### src/rtl/packet_tx_serializer.sv
// Captures a reward response packet and streams it out as big-endian bytes over valid/ready.
// Define TX_CHECKSUM_EN to append an XOR checksum byte to every frame.
module packet_tx_serializer #(
  parameter int WORD_WIDTH = 16,
  parameter int MEM_WIDTH  = 8
) (
  input  logic                  clk,
  input  logic                  rst,
  input  logic                  reward_done,
  input  logic [2:0]            rPacketType,
  input  logic [WORD_WIDTH-1:0] rSourceID,
  input  logic [WORD_WIDTH-1:0] rDestinationID,
  input  logic [WORD_WIDTH-1:0] rSourceHops,
  input  logic [WORD_WIDTH-1:0] rQValue,
  input  logic [WORD_WIDTH-1:0] rEnergyLeft,
  input  logic [WORD_WIDTH-1:0] rChosenCH,
  input  logic [WORD_WIDTH-1:0] rHopsFromCH,
  input  logic                  tx_ready,
  output logic [MEM_WIDTH-1:0]  tx_data,
  output logic                  tx_valid,
  output logic                  tx_last,
  output logic                  busy,
  output logic                  tx_done,
  output logic                  drop_err
);

  typedef enum logic [1:0] {IDLE, SEND, DONE} state_t;

  localparam int NUM_WORDS = 7;

  state_t                               state_q, state_d;
  logic [3:0]                           idx_q, idx_d;
  logic [2:0]                           type_q, type_d;
  logic [NUM_WORDS-1:0][WORD_WIDTH-1:0] words_q, words_d;
  logic                                 drop_err_q, drop_err_d;
`ifdef TX_CHECKSUM_EN
  logic [MEM_WIDTH-1:0]                 csum_q, csum_d;
`endif

  logic                  is_short;
  logic [3:0]            last_idx;
  logic [3:0]            full_idx;
  logic [2:0]            word_idx;
  logic [WORD_WIDTH-1:0] sel_word;
  logic [MEM_WIDTH-1:0]  cur_byte;

  assign is_short = (type_q == 3'd1);

`ifdef TX_CHECKSUM_EN
  assign last_idx = is_short ? 4'd9 : 4'd15;
`else
  assign last_idx = is_short ? 4'd8 : 4'd14;
`endif

  // Short frames skip DestinationID, so from byte 3 on they map two slots further into the full layout.
  always_comb begin
    full_idx = (is_short && (idx_q >= 4'd3)) ? idx_q + 4'd2 : idx_q;
    word_idx = 3'((full_idx - 4'd1) >> 1);
    sel_word = '0;
    for (int i = 0; i < NUM_WORDS; i++) begin
      if (word_idx == 3'(i)) sel_word = words_q[i];
    end
    if (full_idx == 4'd0)
      cur_byte = {{(MEM_WIDTH-3){1'b0}}, type_q};
    else if (full_idx[0])
      cur_byte = sel_word[WORD_WIDTH-1 -: MEM_WIDTH];
    else
      cur_byte = sel_word[MEM_WIDTH-1:0];
`ifdef TX_CHECKSUM_EN
    if (idx_q == last_idx) cur_byte = csum_q;
`endif
  end

  always_comb begin
    state_d    = state_q;
    idx_d      = idx_q;
    type_d     = type_q;
    words_d    = words_q;
    drop_err_d = drop_err_q;
`ifdef TX_CHECKSUM_EN
    csum_d     = csum_q;
`endif
    case (state_q)
      IDLE, DONE: begin
        state_d = IDLE;
        if (reward_done) begin
          if (rPacketType != 3'd0) begin
            type_d  = rPacketType;
            words_d = {rHopsFromCH, rChosenCH, rEnergyLeft, rQValue,
                       rSourceHops, rDestinationID, rSourceID};
            idx_d   = 4'd0;
`ifdef TX_CHECKSUM_EN
            csum_d  = '0;
`endif
            state_d = SEND;
          end else begin
            drop_err_d = 1'b1;
          end
        end
      end
      SEND: begin
        if (reward_done) drop_err_d = 1'b1;
        if (tx_ready) begin
          idx_d = idx_q + 4'd1;
`ifdef TX_CHECKSUM_EN
          csum_d = csum_q ^ cur_byte;
`endif
          if (idx_q == last_idx) state_d = DONE;
        end
      end
      default: state_d = IDLE;
    endcase
  end

  always_ff @(posedge clk or posedge rst) begin
    if (rst) begin
      state_q    <= IDLE;
      idx_q      <= '0;
      type_q     <= '0;
      words_q    <= '0;
      drop_err_q <= 1'b0;
`ifdef TX_CHECKSUM_EN
      csum_q     <= '0;
`endif
    end else begin
      state_q    <= state_d;
      idx_q      <= idx_d;
      type_q     <= type_d;
      words_q    <= words_d;
      drop_err_q <= drop_err_d;
`ifdef TX_CHECKSUM_EN
      csum_q     <= csum_d;
`endif
    end
  end

  assign tx_valid = (state_q == SEND);
  assign tx_data  = tx_valid ? cur_byte : '0;
  assign tx_last  = tx_valid && (idx_q == last_idx);
  assign busy     = (state_q == SEND);
  assign tx_done  = (state_q == DONE);
  assign drop_err = drop_err_q;

endmodule

### config.mk
export PLATFORM = sky130hd
export DESIGN_NAME = packet_tx_serializer
export DESIGN_NICKNAME = d
export VERILOG_FILES = /design/src/rtl/packet_tx_serializer.sv
export SDC_FILE = /design/constraint.sdc
export NUM_CORES = 1
export LEC_CHECK = 0
export CAP_MARGIN = 0
export CORE_ASPECT_RATIO = 1.25
export CORE_MARGIN = 1.5
export CORE_UTILIZATION = 51
export CTS_CLUSTER_SIZE = 40
export DETAILED_ROUTE_END_ITERATION = 10
export PLACE_DENSITY = 0.86
export REMOVE_ABC_BUFFERS = 1
export SLEW_MARGIN = 30
export SYNTH_ARGS = -nofsm -noshare
export SYNTH_HDL_FRONTEND = slang
export SYNTH_SLANG_ARGS = --single-unit
### constraint.sdc
create_clock -name clk -period 3.9 [get_ports clk]
set_input_delay 0.39 -clock clk [delete_from_list [all_inputs] [get_ports clk]]
set_output_delay 0.39 -clock clk [all_outputs]
set_load 0.03 [all_outputs]
==> results by group <==
Status
  • Status: complete, no violations

STA
  • Endpoints failing setup: 0
  • Final period util: 0.986
  • RSZ-0062 raised after global routing: yes
  • Shortest period the worst path allows: about 3800 ps
  • Setup_tns: 0 ps
  • Worst slew pin tran: 714 ps
  • Fmax: 260 MHz
  • Pins over their slew limit: 0
  • Slew HR: 0.524
  • Hold Vio Cnt, Final: 0
  • Worst Slack Setup Final: 52.8 ps
  • Worst Skew: 5.15 ps

Clock network
  • Clock latency on the worst-skew pair: 410 ps
  • TritonCTS buffer count: 17
  • Clock buffer depth: 2
  • Clk slew on worst S/H paths: 50 ps
  • CTS tree: done
  • Clock tree sinks: 122
  • Clock Root Buffer: clkbuf_16
  • H-tree Lvls: 4
  • # hold bufs at CTS: 0

Worst hold path
  • Hold Path Origin: drop_err
  • Tightest Hold Check Type: reg -> reg

Setup path
  • Worst R2R Setup Slack: a little over 2000 ps
  • CP Capture Type: primary output
  • RR Endpoint: words_q[46]
  • Reg2Reg Depth: 3
  • Data arrival, critical path: roughly 3500 ps
  • CP endpoint: tx_data[2]
  • Crit-path max FO: 14
  • Required @ worst endpoint: 3510 ps
  • Crit. Startpoint: type_q[2]
  • FF-to-FF Start: state_q[0]
  • CP Class: reg -> out
  • Startpoint Class: register

Layout
  • Area grow syn2layout: 37.8%
  • Fillers: 840
  • Fin nets: 754
  • Non-Filler Instances: 783
  • Most frequent cells in the layout: clkdlybuf4s50_1, dfrtp_1, mux2_2, nand2_1, buf_4
  • Layout cell share with drive strength beyond 1: 0.318
  • Ant. Diodes: 0
  • Most common cell after layout, fill and taps aside: clkdlybuf4s50_1

Synthesis
  • Post-synth ARST share: 1.00
  • Synthesized netlist cell count: between 400 and 500
  • Area share of the largest cell type after synthesis: 0.510
  • XOR/XNOR Fraction of Synth Area: 0.00856
  • Post-synth top area cell: dfrtp_1
  • Top cells by area, synth: dfrtp_1, mux2_2, nand2_1, mux4_2, o21ai_0
  • Syn avg cell area: ~12 um2
  • Largest family of logic cells by synthesized area: multiplexers
  • Synth unique cells: 58
  • Adder-Cell Fraction of Synth Area: 0.00627
  • Seq/Total Area, Yosys: 0.510
  • Top FF cell, synth: dfrtp_1
  • Post-Synth Simple-Gate Area: 0.0929
  • Yosys Warn Count: 0
  • Compound-cell area share of the yosys netlist: 0.0975
  • Yosys reg bits: 122
  • EDFF count, synth: 0
  • Post-synthesis mux area share: 0.251
  • Synth Cell Area: 5990 um2

Power and ir drop
  • Pleak: between 3 and 4 nW
  • Total power: 0.00916 W
  • VDD IR max: 0.635 mV
  • Pwr dens: 1110 nW/um2

Floorplan
  • Die X-Extent: 99.9 um
  • Io pins: 132
  • Core Box Area: 11,600 um2
  • Die ar.: between 10,000 and 15,000 um2
  • Starting Density: 0.518
  • Die height: 124 um
  • Cell Rows: 44

Global routing
  • M2 GR Usage: 0.452
  • Number of antenna violations at the first check in global routing: 0
  • Layer with the highest usage: met2
  • Met3 GRT Util: 0.0657
  • Total track usage: 0.265
  • Vias in the first global route: 5,001
  • Grt total ovfl: 0
  • Largest net degree at the start of global routing: 81
  • First-pass GRT wire length: roughly 25 mm
  • Met1 Resource Use GR: 0.319

Routing
  • WL/cell: 19.9 um
  • DRC: 0
  • Number of DRC violations after detailed-routing iteration 0: 319
  • Detailed-route via count: between 4,000 and 5,000
  • WL final: ~16 mm
  • Via density: 6.00
  • First-pass DRT Iterations: 5
  • Detail Route Antenna Nets: 0

Place
  • Routability cong.: approximately 0.9
  • Placed Instances: 748
  • Worst slack at placement: 115 ps
  • I/O Buffers: 131
  • Post-DP HPWL: 10.7 mm

Flow run
  • Max-cap viol count: 0
[through the flow]
stage	hold slack, ps	cell area, um2	util
final	468	8260	0.714
after CTS	474	8190	0.708
after global routing	478	8260	0.714
after detailed placement	463	7510	0.649
after floorplan	472	5810	-
after global placement	444	7510	0.649
[timing repair]
item | in CTS | in global routing
gates resized for setup | 12 | 11
setup endpoints to repair | 7 | 7
cloned | 1 | 1
pin swaps | 0 | 1
buffers inserted | 0 | 1
endpoints found under the hold margin | 0 | 0
[area by class of cell]
class | instances | area [um2] | share of cell area
flip-flops and latches | 122 | 3060 | 0.370
multi-input cells | 329 | 2840 | 0.344
repair buffers | 156 | 1570 | 0.190
clock buffers | 24 | 472 | 0.0571
well taps | 138 | 173 | 0.0209
clock inverters | 8 | 118 | 0.0142
inverters | 6 | 27.5 | 0.00333
[cell families (layout without fill, tap and decap cells)]
| group | after synthesis | after routing |
|---|---|---|
| multiplexers | 129 | 129 |
| flip-flops | 122 | 122 |
| AND/OR/NAND/NOR | 111 | 111 |
| AO/OA/AOI/OAI | 81 | 81 |
| buffers and inverters | 44 | 194 |
| XOR/XNOR | 5 | 5 |
| adder cells (fa/ha/maj) | 3 | 3 |
[critical path: stages (launching register included)]
cell and delay, ps:
dfrtp_2 460, or3b_4 400, nor2_1 160, xnor2_1 120, ha_4 340, buf_16 170
mux2_2 360, a221o_1 300, a32o_1 270, a311o_1 290, buf_4 180
[power breakdown]
part | leakage [nW] | internal (W) | switching (W)
Clock | 0.288 | 0.00103 | 0.000532
Sequential | 1.45 | 0.00191 | 0.000400
Combinational | 1.67 | 0.00252 | 0.00276
Total | 3.40 | 0.00547 | 0.00369
[flip-flops by register name, summed over array words and instances, names as in the netlist]
register  count
type_q        3
state_q       2
drop_err      1
idx_q         4
words_q     112
[synth_stat cells, types with 4 or more instances]
| cell type | number |
|---|---|
| a211oi_1 | 6 |
| a21oi_1 | 8 |
| a31oi_1 | 6 |
| and3_1 | 8 |
| buf_2 | 6 |
| buf_6 | 4 |
| clkbuf_1 | 26 |
| dfrtp_1 | 122 |
| inv_1 | 5 |
| mux2_2 | 118 |
| mux2i_1 | 6 |
| mux4_2 | 5 |
| nand2_1 | 41 |
| nand3_1 | 19 |
| nor2_1 | 13 |
| nor3_1 | 7 |
| o211ai_1 | 5 |
| o21ai_0 | 20 |
[how the worst min path moves through the flow]
| stage | end | slack [ps] | cells past startpoint |
|---|---|---|---|
| after CTS | drop_err | 470 | 1 |
| final | drop_err | 470 | 1 |
| after detailed placement | drop_err | 460 | 1 |
| after global placement | drop_err | 440 | 1 |
| after floorplan | words_q[17] | 470 | 1 |
| after global routing | drop_err | 480 | 1 |
[per-layer routing]
layer	up-vias	wire [um]
met2	176	8230
met4	0	370
met5	-	0
met3	35	936
li1	2113	-
met1	2374	6050
Power figures use the tool's default switching activity.
